### config.mk
export PLATFORM = sky130hd
export DESIGN_NAME = serial_addsub_ctrl
export DESIGN_NICKNAME = d
export VERILOG_FILES = /design/src/rtl/serial_addsub_ctrl.sv
export SDC_FILE = /design/constraint.sdc
export NUM_CORES = 1
export LEC_CHECK = 0
export CAP_MARGIN = 20
export CORE_UTILIZATION = 30
export CTS_CLUSTER_DIAMETER = 30
export CTS_CLUSTER_SIZE = 12
export DETAILED_ROUTE_END_ITERATION = 7
export GPL_TIMING_DRIVEN = 1
export PLACE_DENSITY = 0.5
export REMOVE_ABC_BUFFERS = 1
export SLEW_MARGIN = 30
export SYNTH_ARGS = -nofsm -noshare
export SYNTH_HDL_FRONTEND = slang
export SYNTH_HIERARCHICAL = 1
export SYNTH_SLANG_ARGS = --single-unit
### constraint.sdc
create_clock -name clk -period 1.85 [get_ports clk]
set_input_delay 0.555 -clock clk [delete_from_list [all_inputs] [get_ports clk]]
set_output_delay 0.555 -clock clk [all_outputs]
set_load 0.02 [all_outputs]
### src/rtl/serial_addsub_ctrl.sv
// Bit-serial add/subtract sequencer: one 1-bit adder/subtractor cell stepped LSB-first
// over WIDTH cycles, with a start/busy/done handshake and carry/overflow flags.

module serial_addsub_cell (
  input  logic a_i,
  input  logic b_i,
  input  logic op_i,
  input  logic cin_i,
  output logic sum_o,
  output logic cout_o
);
  logic b_eff;

  // Subtraction inverts B here; the +1 comes from the carry seeded with op.
  assign b_eff  = b_i ^ op_i;
  assign sum_o  = a_i ^ b_eff ^ cin_i;
  assign cout_o = (a_i & b_eff) | (cin_i & (a_i ^ b_eff));
endmodule

module serial_addsub_ctrl #(
  parameter int WIDTH = 8
) (
  input  logic             clk,
  input  logic             rst,
  input  logic             start,
  input  logic [WIDTH-1:0] a,
  input  logic [WIDTH-1:0] b,
  input  logic             op,
  output logic             busy,
  output logic             done,
  output logic [WIDTH-1:0] result,
  output logic             cout,
  output logic             ovf
);
  localparam int CNT_W = $clog2(WIDTH) + 1;

  typedef enum logic [1:0] {
    S_IDLE,
    S_RUN,
    S_DONE
  } state_e;

  state_e             state_q;
  logic [WIDTH-1:0]   a_q, b_q, result_q;
  logic [CNT_W-1:0]   cnt_q;
  logic               op_q, carry_q;
  logic               busy_q, done_q, cout_q, ovf_q;
  logic               sum_d, carry_d;

  serial_addsub_cell u_cell (
    .a_i   (a_q[0]),
    .b_i   (b_q[0]),
    .op_i  (op_q),
    .cin_i (carry_q),
    .sum_o (sum_d),
    .cout_o(carry_d)
  );

  // NOTE: all state uses non-blocking assignments in one clocked block, so every
  // register sees pre-edge values and the async reset clears everything at once.
  always_ff @(posedge clk or posedge rst) begin
    if (rst) begin
      state_q  <= S_IDLE;
      a_q      <= '0;
      b_q      <= '0;
      op_q     <= 1'b0;
      carry_q  <= 1'b0;
      cnt_q    <= '0;
      result_q <= '0;
      busy_q   <= 1'b0;
      done_q   <= 1'b0;
      cout_q   <= 1'b0;
      ovf_q    <= 1'b0;
    end else begin
      done_q <= 1'b0;
      case (state_q)
        S_IDLE: begin
          if (start) begin
            a_q     <= a;
            b_q     <= b;
            op_q    <= op;
            carry_q <= op;
            cnt_q   <= '0;
            busy_q  <= 1'b1;
            state_q <= S_RUN;
          end
        end
        S_RUN: begin
          result_q <= {sum_d, result_q[WIDTH-1:1]};
          a_q      <= a_q >> 1;
          b_q      <= b_q >> 1;
          carry_q  <= carry_d;
          cnt_q    <= cnt_q + 1'b1;
          if (cnt_q == CNT_W'(WIDTH - 1)) begin
            // Overflow is the carry into the MSB xor the carry out of it.
            cout_q  <= carry_d;
            ovf_q   <= carry_q ^ carry_d;
            done_q  <= 1'b1;
            state_q <= S_DONE;
          end
        end
        S_DONE: begin
          busy_q  <= 1'b0;
          state_q <= S_IDLE;
        end
        default: state_q <= S_IDLE;
      endcase
    end
  end

  assign busy   = busy_q;
  assign done   = done_q;
  assign result = result_q;
  assign cout   = cout_q;
  assign ovf    = ovf_q;
endmodule

==> impl_results.md, run 1 <==
- Initial antenna violation count: 0
- # diodes: 0
- CTS Buf Count: 5
- Min Tclk post-route: between 1.5 and 2 ns
- Site Rows: 26
- Crit path max fanout: 3
- Max Slew Vio Count: 0
- Buf/Inv on CP: 1
- Clock share of power: 17.2%
- Family with the most delay on the worst path: buffers and inverters
- Gpl congestion: 0.751
- Internal power: between 2 and 2.5 mW
- Setup Buffers After CTS: 0
- RSZ-0062 raised after global routing: no
- I/O pins: 32
- Worst Setup End Kind: primary output
- Post-DR wirelength/cell: around 13 µm
- H-tree lvl count: 2
- Area grow syn2layout: 31.3%
- Crit path arrival time: ~1.3 ns
- Residual DRC: 0
- PD cells: roughly 1600 mW/mm²
- Net switching share of the total power: 35.7%
- Tot Pwr: 3.46 mW
- Skew final: roughly 0.0032 ns
- Critical Path Start Type: register
- Synth top area share: between 50% and 60%
- Slew @ Worst Pin: 0.292 ns
- Max-Cap Viols: 0
- Die H: around 77 µm
- GR Util All Layers: 13.0%
- Worst Setup SP: result[5]
- CP endpoint: result[5]
- Core box area: between 0.005 and 0.006 mm²
- Worst setup path category: reg2out
- VDD IR max: slightly below 0.6 mV
- R2r setup slk: ~0.36 ns
- Detailed Route Iter0 Violations: 32
- First-pass iteration count of the detailed router: 4
- Largest net degree at the start of global routing: 37
- CTS tree: yes
- Setup Viol. Count Final: 0
- FILL cells: 520
- Max incr delay on CP: 0.60 ns
- Static leakage: approximately 0.95 nW
- Area of the multi-input gates: around 680 µm²
- DIE WIDTH: 76.6 µm
- Largest area contributor in the netlist: dfrtp_1
- I/O Buffers: 31
- Yosys warning total: 6
- Hold Startpoint: b_q[2]
- Worst rel slew slack: between 80% and 90%
- Comb pwr share: between 40% and 50%
- CP required: 1.29 ns
- Synth area leaders: dfrtp_1 54%, mux2_2 6.7%, and2_1 6.0%
- Most frequent cells in the layout: 36 x dfrtp_1, 28 x clkdlybuf4s50_1, 20 x nand2_1
- Final Util: about two fifths
- Nets: between 200 and 250
- Post-CTS Resized: 0
- Detail Placement HPWL: 2320 µm
- FF-to-FF path depth: 5
- Sequential cell area: 901 µm²
- Status: finished, final reports clean
- Via count of the first global-routing pass: 1,314
- Antenna Nets Post-Route: 0
- Net switching power: about 1.2 mW
- Worst R2R End: ovf
- Most common cell after layout, fill and taps aside: dfrtp_1
- Vias: 1,246
- Layout cells sized above 1: between 10% and 20%
- First-pass GRT wire length: ~6000 µm
- GRT Residual Overflow: 0
- Root Buffer: clkbuf_8
- Final period util: 97.4%
- Syn Area/Cell: between 10 and 15 µm²
- Mapped Area: between 0.0015 and 0.002 mm²
- Crit path depth: 1
- Hold slack: 0.475 ns
- Worst hold path type: reg2reg
- Worst-skew pair later-pin latency: about 0.28 ns
- Sequential power share: between 30% and 40%
- DIE AREA: 0.00587 mm²
- Dpl cells: between 200 and 300
- Worst-path clk slew: 0.07 ns
- Fmax: roughly 0.56 GHz
- Buffer depth of the longest clock path: 2
- CTS Hold Bufs: 0
- Non-Filler Instances: 266
- Slowest cell on the critical path: clkdlybuf4s50_1
- Final hold violations: 0
- Post-DR vias/cell: approximately 4.7
- Post-synthesis cell count: around 160
- R2r startpoint: op_q
- Critical path, cell by cell: clkdlybuf4s50_1
- Synth Register Bits: 36
- Clock Sink Count: 36
- Seq/Total Area, Yosys: a little over half
- Routed WL: approximately 3300 µm
- Synth cell types: 29
- Starting Density: a little under a third
==> through the flow <==
step                      area (µm²)  TNS (ns)  setup WS, ns
after floorplan                 1610         0         0.134
after global placement          2090         0        0.0214
after detailed placement        2090  -0.00519      -0.00519
after CTS                       2180         0        0.0228
after global routing            2190         0       0.00744
final                           2190         0        0.0488
==> synthesized netlist by cell type <==
cell type  count
dfrtp_1       36
a22o_1         1
o31ai_1        1
nor2_1         3
a31oi_1       14
nand2b_4       1
ha_1           1
clkbuf_1       3
mux2_4         1
mux2_2        10
nand3_1        1
xnor2_1        1
nor2b_1        4
and2_1        16
nor3_1         1
o21bai_1       1
nand2_1       20
nor3_4         1
xor2_1         1
buf_2          4
nor3b_1        1
a22oi_1        2
o21ai_0       19
inv_2          1
fa_1           1
clkbuf_2       1
buf_6          2
inv_1          6
a21oi_1        5
==> sequential cells by signal, indices dropped and copies added, names as in the netlist <==
name and flops:
a_q 8, done 1, cout 1, b_q 8, busy 1, ovf 1, carry_q 1, result 8
cnt_q 4, state_q 2, op_q 1
==> per-layer routing <==
metal  vias to the layer above  wire, µm  GRT usage [%]
met3                         7       147           3.35
met4                         0        49           5.19
met1                       590      1540           15.4
met5                         -         0              0
met2                        35      1610           22.3
li1                        614         -              -
==> cells by family after synthesis <==
family	count (synthesis)	synth area share [%]
buffers and inverters	17	5.10
AO/OA/AOI/OAI	43	14.8
XOR/XNOR	2	1.05
flip-flops	36	54.0
multiplexers	11	7.65
adder cells (fa/ha/maj)	2	1.95
AND/OR/NAND/NOR	48	15.5
==> layout make-up <==
type	count	share of cell area, %
clock buffer	7	4.39
inverter	7	1.20
sequential	36	41.1
multi-input combinational	106	31.2
tap	70	4.00
timing repair buffer	40	18.2
==> worst min path at each step <==
stage                        end  slack [ns]  cells past startpoint
after floorplan           a_q[1]        0.44                      2
after global placement    b_q[3]        0.46                      2
after detailed placement  a_q[2]        0.46                      2
after CTS                 a_q[2]        0.48                      2
after global routing      a_q[1]        0.50                      2
final                     b_q[2]        0.48                      2
==> power by group through the flow <==
stage / sequential (mW) / combinational (mW) / clock, mW
6_report: 1.34 / 1.53 / 0.594
5_1_grt: 1.39 / 1.70 / 0.650
4_1_cts: 1.35 / 1.56 / 0.618
3_5_place_dp: 1.36 / 1.56 / 0
3_3_place_gp: 1.34 / 1.52 / 0
2_1_floorplan: 1.49 / 0.816 / 0
Power figures use the tool's default switching activity.
==> inputs of run 2 (changes only) <==
Settings changed: CTS_BUF_LIST set to sky130_fd_sc_hd__clkbuf_16.
==> run 2 against run 1 <==
Compared with the run above:
- die area is the same
- sequential share of layout area fell by 0.58 points
- utilization increased by 0.60 points
- clock power up 29%
- critical path type unchanged
- routed wire length fell by 0.24%
- non-clock buffer count unchanged
- cell count stayed put
- largest cell class unchanged
- global-route usage increased by 0.077 points
==> impl_results.md, run 2 (synthesis results as in run 1) <==
- Family with the most delay on the worst path: buffers and inverters
- Clock Sink Count: 36 (unchanged)
- GRT Residual Overflow: 0 (unchanged)
- Worst R2R End: ovf
- Via count of the first global-routing pass: 1,304 (-0.76%)
- Nets: 218 (unchanged)
- Core box area: 0.00524 mm² (unchanged)
- CTS tree: yes
- Final hold violations: 0 (unchanged)
- DIE WIDTH: 76.6 µm (unchanged)
- Worst rel slew slack: 80.7% (+0.16 points)
- H-tree lvl count: 2 (unchanged)
- Final Util: 42.5% (+0.60 points)
- Crit path arrival time: 1.24 ns (about the same)
- Gpl congestion: 0.751 (unchanged)
- Setup TNS: 0 ns (unchanged)
- Post-route setup slack: 0.0594 ns (+0.0106 ns)
- Max-Cap Viols: 0 (unchanged)
- R2r startpoint: op_q
- Die H: 76.6 µm (unchanged)
- Vias: 1,245 (-0.080%)
- Crit path max fanout: 3 (unchanged)
- Post-DR vias/cell: 4.68 (about the same)
- Static leakage: 0.947 nW (-0.56%)
- R2r setup slk: 0.36 ns (about the same)
- Post-DR wirelength/cell: 12.5 µm (-0.24%)
- Worst setup path category: reg2out
- Worst Setup End Kind: primary output
- GR Util All Layers: 13.1% (+0.077 points)
- Detailed Route Iter0 Violations: 32 (unchanged)
- FILL cells: 519 (-0.19%)
- VDD IR max: 0.627 mV (+6.0%)
- FF-to-FF path depth: 5 (unchanged)
- Routed WL: 3340 µm (-0.24%)
- Tot Pwr: 3.64 mW (+5.2%)
- Layout cells sized above 1: 14.3% (-1.0 points)
- Worst-skew pair later-pin latency: 0.27 ns (about the same)
- CP required: 1.29 ns (about the same)
- Skew final: 0.00157 ns (-0.00163 ns)
- Site Rows: 26 (unchanged)
- Hold depth: 2 (unchanged)
- Min Tclk post-route: 1.79 ns (-0.0106 ns)
- Fmax: 0.558 GHz (+0.59%)
- Root Buffer: clkbuf_16
- Largest net degree at the start of global routing: 37 (unchanged)
- Hold Startpoint: a_q[2]
- I/O Buffers: 31 (unchanged)
- Starting Density: 31.9% (unchanged)
- Slowest cell on the critical path: clkdlybuf4s50_1
- Worst hold path type: reg2reg
- Most common cell after layout, fill and taps aside: dfrtp_1
- First-pass GRT wire length: 6010 µm (-0.23%)
- Detail Placement HPWL: 2320 µm (unchanged)
- Buffer depth of the longest clock path: 2 (unchanged)
- # diodes: 0 (unchanged)
- CTS Hold Bufs: 0 (unchanged)
- Slew @ Worst Pin: 0.290 ns (-0.00237 ns)
- Setup Buffers After CTS: 0 (unchanged)
- WHS Endpoint: a_q[2]
- Initial antenna violation count: 0 (unchanged)
- PD cells: 1640 mW/mm² (+3.7%)
- Critical Path Start Type: register
- Max Slew Vio Count: 0 (unchanged)
- Worst-path clk slew: 0.05 ns (-0.02 ns)
- DIE AREA: 0.00587 mm² (unchanged)
- Post-CTS Resized: 0 (unchanged)
- Antenna Nets Post-Route: 0 (unchanged)
- Worst slack, placed: -0.00519 ns (unchanged)
- Max incr delay on CP: 0.60 ns (about the same)
- RSZ-0062 raised after global routing: no
- Setup Viol. Count Final: 0 (unchanged)
- Area grow syn2layout: 33.2%
- I/O pins: 32 (unchanged)
- Buf/Inv on CP: 1 (unchanged)
- Critical path, cell by cell: clkdlybuf4s50_1
- Final period util: 96.8% (-0.57 points)
- CTS Buf Count: 5 (unchanged)
- Most frequent cells in the layout: 36 x dfrtp_1, 30 x clkdlybuf4s50_1, 20 x nand2_1
- Status: finished, final reports clean
- First-pass iteration count of the detailed router: 4 (unchanged)
- Residual DRC: 0 (unchanged)
run 2: how the worst max path moves through the flow:
stage	depth (start not counted)	endpoint	slack (ns)	start
global placement	4	op_q	0.02	start
detailed placement	4	op_q	-0.005	start
floorplan	3	cnt_q[3]	0.13	state_q[0]
CTS	1	result[7]	0.04	result[7]
global route	1	result[2]	0.01	result[2]
finish	1	result[1]	0.06	result[1]
run 2: through the flow:
stage	std cells	area, µm²	hold slack (ns)
2_1_floorplan	149	1610	0.442
3_3_place_gp	259	2090	0.456
3_5_place_dp	259	2090	0.462
4_1_cts	266	2220	0.475
5_1_grt	266	2220	0.492
6_report	266	2220	0.469
run 2: cell type report:
cell class              instances  area (µm²)  area share [%]
inverters                       7        26.3            1.18
clock inverters                 2        7.51           0.338
clock buffers                   5         125            5.63
well taps                      70        87.6            3.94
multi-input cells             106         683            30.7
repair buffers                 40         393            17.7
flip-flops and latches         36         901            40.5
run 2: metal layers:
| layer | up-vias | GRT usage (%) | wire, µm |
|---|---|---|---|
| met5 | - | 0 | 0 |
| met1 | 598 | 15.5 | 1530 |
| met4 | 0 | 4.04 | 21 |
| met3 | 2 | 4.43 | 125 |
| met2 | 30 | 22.2 | 1650 |
| li1 | 615 | - | - |
run 2: power breakdown:
group / internal (mW) / switching (mW) / total [mW] / leakage, nW
combinational: 0.781 / 0.749 / 1.53 / 0.427
clock: 0.481 / 0.283 / 0.764 / 0.0648
sequential: 1.12 / 0.226 / 1.34 / 0.456
